**src/rtl/opcode_seq.sv**
```systemverilog
// Fetch/decode/execute sequencer: fetches into IR, exposes opcode/ind/addr, and runs a 4-bit timing counter.
// Optional macro SC_WDOG_EN turns sc==15 in EXEC into a sticky err and a HALT.
module opcode_seq #(
  parameter int PC_W = 12,
  parameter int IR_W = 16
) (
  input  logic            clk,
  input  logic            rst_n,
  input  logic            start,
  output logic            mem_req,
  output logic [PC_W-1:0] mem_addr,
  input  logic            mem_ack,
  input  logic [IR_W-1:0] mem_data,
  output logic [2:0]      opcode,
  output logic            ind,
  output logic [PC_W-1:0] addr,
  output logic            dec_valid,
  output logic [3:0]      sc,
  input  logic            exec_done,
  input  logic            pc_load,
  input  logic [PC_W-1:0] pc_in,
  input  logic            halt,
  output logic            err
);

  typedef enum logic [1:0] {
    S_FETCH  = 2'd0,
    S_DECODE = 2'd1,
    S_EXEC   = 2'd2,
    S_HALT   = 2'd3
  } state_t;

  state_t            r_state;
  state_t            w_state_nxt;
  logic [PC_W-1:0]   r_pc;
  logic [IR_W-1:0]   r_ir;
  logic [3:0]        r_sc;
  logic              w_ir_load;
  logic              w_pc_branch;
  logic              w_wdog_trip;
  logic              w_sc_clr;

`ifdef SC_WDOG_EN
  logic r_err;

  assign w_wdog_trip = (r_state == S_EXEC) && !exec_done && (r_sc == 4'hF);
  assign err         = r_err;

  always_ff @(posedge clk) begin
    if (!rst_n)
      r_err <= 1'b0;
    else if (w_wdog_trip)
      r_err <= 1'b1;
  end
`else
  assign w_wdog_trip = 1'b0;
  assign err         = 1'b0;
`endif

  // IR layout: [PC_W+3] indirect, [PC_W+2:PC_W] opcode, [PC_W-1:0] operand address.
  assign ind      = r_ir[PC_W+3];
  assign opcode   = r_ir[PC_W+2:PC_W];
  assign addr     = r_ir[PC_W-1:0];
  assign mem_addr = r_pc;
  assign sc       = r_sc;

  always_ff @(posedge clk) begin
    if (!rst_n)
      r_state <= S_HALT;
    else
      r_state <= w_state_nxt;
  end

  always_comb begin
    w_state_nxt = r_state;
    mem_req     = 1'b0;
    dec_valid   = 1'b0;
    w_ir_load   = 1'b0;
    w_pc_branch = 1'b0;
    case (r_state)
      S_FETCH: begin
        mem_req = 1'b1;
        if (mem_ack) begin
          w_ir_load   = 1'b1;
          w_state_nxt = S_DECODE;
        end
      end
      S_DECODE: begin
        dec_valid   = 1'b1;
        w_state_nxt = S_EXEC;
      end
      S_EXEC: begin
        // A branch is taken on completion even when halt wins the state transition.
        w_pc_branch = exec_done && pc_load;
        if (halt || w_wdog_trip)
          w_state_nxt = S_HALT;
        else if (exec_done)
          w_state_nxt = S_FETCH;
      end
      S_HALT: begin
        if (start)
          w_state_nxt = S_FETCH;
      end
      default: w_state_nxt = S_HALT;
    endcase
  end

  // sc reads 0 on the first FETCH cycle and throughout HALT.
  assign w_sc_clr = (w_state_nxt == S_HALT) ||
                    ((w_state_nxt == S_FETCH) && (r_state != S_FETCH));

  always_ff @(posedge clk) begin
    if (!rst_n) begin
      r_pc <= '0;
      r_ir <= '0;
      r_sc <= 4'd0;
    end else begin
      if (w_ir_load) begin
        r_ir <= mem_data;
        r_pc <= r_pc + {{(PC_W-1){1'b0}}, 1'b1};
      end else if (w_pc_branch) begin
        r_pc <= pc_in;
      end
      r_sc <= w_sc_clr ? 4'd0 : r_sc + 4'd1;
    end
  end

endmodule

```
**config.mk**
```make
export PLATFORM = sky130hd
export DESIGN_NAME = opcode_seq
export DESIGN_NICKNAME = d
export VERILOG_FILES = /design/src/rtl/opcode_seq.sv
export SDC_FILE = /design/constraint.sdc
export NUM_CORES = 1
export LEC_CHECK = 0
export BUFFER_PORTS_ARGS = -buffer_cell sky130_fd_sc_hd__buf_2
export CORE_AREA = 4 4 83 85
export DETAILED_ROUTE_END_ITERATION = 7
export DIE_AREA = 0 0 87 89
export SLEW_MARGIN = 40
export SYNTH_ARGS = -nofsm -noshare
export SYNTH_HDL_FRONTEND = slang
export SYNTH_SLANG_ARGS = --single-unit
```
**constraint.sdc**
```tcl
create_clock -name clk -period 4.4 [get_ports clk]
set_input_delay 0.66 -clock clk [delete_from_list [all_inputs] [get_ports clk]]
set_output_delay 0.66 -clock clk [all_outputs]
set_load 0.005 [all_outputs]
```
Word level (Yosys, flattened, before mapping)
Index checks and enable logic that the tools add are counted.
Word-level totals
  output and inout bits: 35
  input port bits: 35
  flip-flop bits (word level): 34
Operators by class
  multiplexer cells: 12
  $add $sub $neg: 2
  bitwise logic cells: 1
  eq/ne operators: 4
  reductions and logical operators: 8
Operators by type and width (count)
  2-to-1 mux 12 bit: 2
  adder 12 x 1 -> 12 bit, second input constant: 1
  2-to-1 mux 2 bit: 4
  case mux 2 bit (4 select lines): 1
  equality test 2 bit, second input constant: 3
  2-to-1 mux 1 bit: 5
  adder 4 x 1 -> 4 bit, second input constant: 1
  zero test 2 bit: 2
  nonzero test 2 bit: 2
  equality test 2 x 1 -> 1 bit, second input constant: 1
  logical AND 1 bit: 2
  OR reduction 2 bit: 1
  logical OR 1 bit: 1
  inverter 1 bit: 1

Logic depth before layout (Yosys ltp)
  word-level depth: 7
  mapped depth: 7
  mapped depth without buffers: 5

Worst setup path after synthesis
OpenSTA, ideal clock, no wires.
  path type: input to register
  from: in mem_ack
  to: reg r_pc[9], in the netlist mem_addr[9]
  setup slack: 2566 ps
  data required time: 4326 ps
  buffers on the path: 1
  stages: 4
  arrival time: 1760 ps
  path through: or3b_1 > buf_2 > or4_1 > a31oi_1
On the way
  longest elaborated chain between the ends: 3
  elaborated cells on any way between the ends: 4
Ends and longest elaborated chain
  start: declaration: line 12  | input logic mem_ack,
  2-to-1 mux 1 bit (*): line 83  | if (mem_ack) begin
  2-to-1 mux 1 bit (*): line 80  | case (r_state)
  2-to-1 mux 12 bit or nonzero test 2 bit (tied branches)
  end signal: assignment: line 120  | r_pc <= r_pc + {{(PC_W-1){1'b0}}, 1'b1};
  end signal: assignment: line 122  | r_pc <= pc_in;
  end: declaration: line 35  | logic [PC_W-1:0] r_pc;
Every way passes the cells marked *; elsewhere a longest branch is shown, timed or not.
A chain may end at the register's enable or synchronous reset.

Worst setup path after layout
Same ends and word-level chain as after synthesis.

==> out/qor.yml <==
finish:
  final_util_pct: 31.6
  multiInputGateArea_um2: 738
  synthToLayoutAreaGrowth_pct: 32.3
  register_area_um2: 681
  drive_above_1_share_pct: 32.4
  nFillCells: 683
  n_antenna_cell: 0
  nets: 286
clock_network:
  post_cts_resized: 0
  clock_path_buffers: 2
  cts_tree: "yes"
  clk_latency_ns: 0.28
  htree_levels: 2
  clkSinkCount: 34
  cts_buffers: 5
  post_cts_buffers: 0
  cts_hold_buf: 0
  cts_root_buf: "clkbuf_8"
  clkSlewWorstSetupHoldPaths_ns: 0.07
synthesis:
  synth_top_family_by_area: "simple AND/OR/NAND/NOR gates"
  netlist_instances: 186
  synthArstFlopShare_pct: 0
  synth-compound-area-share_pct: 19.7
  synth_fp_nets: 223
  yosysWarningCount: 0
  synthSimpleGateAreaFrac_pct: 25.9
  syn_avg_cell_area_um2: 7.97
  synth-main-ff-cell: "dfxtp_1"
  synth_area_um2: 1480
  ys_seq_elements: 34
  synth_xor_area_share_pct: 1.18
  synth_edf_count: 0
  synthAdderAreaFrac_pct: 1.69
  synthMuxAreaShare_pct: 0.759
  synth-seq-area-share_pct: 45.9
  ys_types: 42
routing:
  postRouteAntennaNets: 0
  vias: 1500
  viasPerCell: 4.59
  drc_errors: 0
  drt_iter0_drc: 32
  detail_route.wl_per_cell_um: 12.5
  firstDrtPassIters: 4
  routed_wl_mm: 4.08
grt:
  grt_pass1_wl_mm: 6.42
  antenna_found_initial: 0
  grt_pass1_vias: 1381
  grt-ovfl-total: 0
  grt_usage_pct: 10.6
  grt_start_max_net_pins: 36
place:
  hpwl_mm: 2.96
  routabilityCongestion: 0.765
  io_buffers: 68
worst_hold_path:
  holdPathStages: 2
  hold_end: "r_ir[10]"
  hp-class: "flip-flop to flip-flop"
  hp-start: "r_ir[10]"
timing:
  rsz0062_at_grt: "false"
  drv_slew: 0
  worst_pin_slew_ns: 0.704
  tns_ns: 0
  skew_ns: 0.00741
  setup_viol: 0
  whs_ns: 0.454
  period_needed_ns: 2.02
  fin_crit_sh_pct: 45.8
  fmax_mhz: 496
  final-hold-violation-count: 0
  maxSlewHeadroom_pct: 53.1
power_and_ir_drop:
  powerDensity_nw_per_um2: 323
  finalPower_uw: 633
  peakVddDrop_v: 0.000132
  p_leak_nw: 0.854
critical_path:
  worstReg2RegEnd: "mem_addr[9]"
  required_ns: 4.62
  cp_max_fo: 35
  rr_startpoint: "r_state[1]"
  r2r_cells: 3
  path_delay_family: "simple AND/OR/NAND/NOR gates"
  cpPeakStageDelay_ns: 0.75
  crit_chain: "buf_2 > or3b_2 > or4_1 > a31oi_1"
  cp-end-kind: "flip-flop"
  cp_slowest_cell: "or3b_2"
  crit_arrival_ns: 2.23
  criticalPathCategory: "input port to flip-flop"
  rrSetupSlack_ns: 2.39
  worst_setup_path_start_kind: "input port"
  critPathBufInv: 1
die:
  start_util_pct: 23.9
  rows: 29
  design.die.area_um2: 7740
  ios: 70
  coreArea_um2: 6200
  die_w_um: 87
  die_h_um: 89
status:
  status: "finished, final reports clean"
run:
  cap_violations: 0
==> per-stage QoR <==
stage          cells  area [µm²]  setup slack, ns
2_1_floorplan    186        1480             2.57
3_3_place_gp     319        1870             1.93
3_5_place_dp     319        1870             2.06
4_1_cts          327        1960             2.36
5_1_grt          327        1960             2.27
6_report         327        1960             2.38
==> power breakdown <==
part | leakage (nW) | switching [mW] | internal, mW
Combinational | 0.532 | 0.0302 | 0.0302
Sequential | 0.275 | 0.0125 | 0.318
Clock | 0.0472 | 0.116 | 0.126
Total | 0.854 | 0.159 | 0.474
==> final cells by class <==
class                      count  area share (%)
tap                           77            4.91
inverter                       1           0.191
timing repair buffer          69            17.7
clock buffer                   6            4.21
clock inverter                 2           0.638
multi-input combinational    138            37.6
sequential                    34            34.7
==> worst max path at each step <==
| stage | to | cells after the start | startpoint | slack (ns) |
|---|---|---|---|---|
| after floorplan | mem_addr[9] | 4 | mem_ack | 2.57 |
| after global placement | mem_addr[9] | 4 | mem_ack | 1.93 |
| after detailed placement | mem_addr[9] | 4 | mem_ack | 2.06 |
| after CTS | mem_addr[9] | 3 | r_state[1] | 2.36 |
| after global routing | mem_addr[9] | 3 | r_state[1] | 2.27 |
| final | mem_addr[9] | 4 | mem_ack | 2.38 |
==> cells in the mapped netlist, drive strengths merged (2+ instances only) <==
cell type / count / area (µm²)
clkbuf: 6 / 22.5
a31oi: 6 / 37.5
buf: 7 / 42.5
nor2: 13 / 48.8
ha: 2 / 25.0
nor2b: 2 / 12.5
or3: 2 / 12.5
o21ai: 6 / 30.0
dfxtp: 34 / 681
nand2: 43 / 161
nand4: 4 / 25.0
nand3: 6 / 30.0
and3: 4 / 25.0
a21oi: 26 / 130
==> registers in the layout, indices dropped and copies added (netlist names) <==
name,cells
r_state,2
r_ir,16
sc,4
mem_addr,12
==> per-layer routing <==
metal	vias up	track usage (%)	share of wire (%)
met5	-	0	0
met4	0	3.40	0.71
met3	5	4.79	8.9
met2	44	17.7	47
met1	676	12.2	44
li1	775	-	-
==> cells in the final DEF (no fill, tap or decap), types with 2 or more instances in the layout <==
cell type and n:
buf_2 68, nand2_1 43, dfxtp_1 34, a21oi_1 26
nor2_1 13, nand3_1 6, a31oi_1 6, o21ai_0 6
clkbuf_8 6, and3_1 4, nand4_1 4, nor2b_1 2
or3_1 2, ha_1 2
==> cells by family (layout without fill, tap and decap cells) <==
family,after synthesis,in the layout
adder cells (fa/ha/maj),2,2
other,1,1
XOR/XNOR,2,2
buffers and inverters,14,78
AO/OA/AOI/OAI,49,49
AND/OR/NAND/NOR,83,83
multiplexers,1,1
flip-flops,34,34
==> tightest hold or removal path, delay by kind of cell (launching register included) <==
| family | cells | cell delay, ns |
|---|---|---|
| AOI/OAI and AO/OA | 1 | 0.05 |
| DFF | 1 | 0.31 |
| and+or+nand+nor | 1 | 0.05 |
No activity file was read; power rests on OpenSTA's default activity.
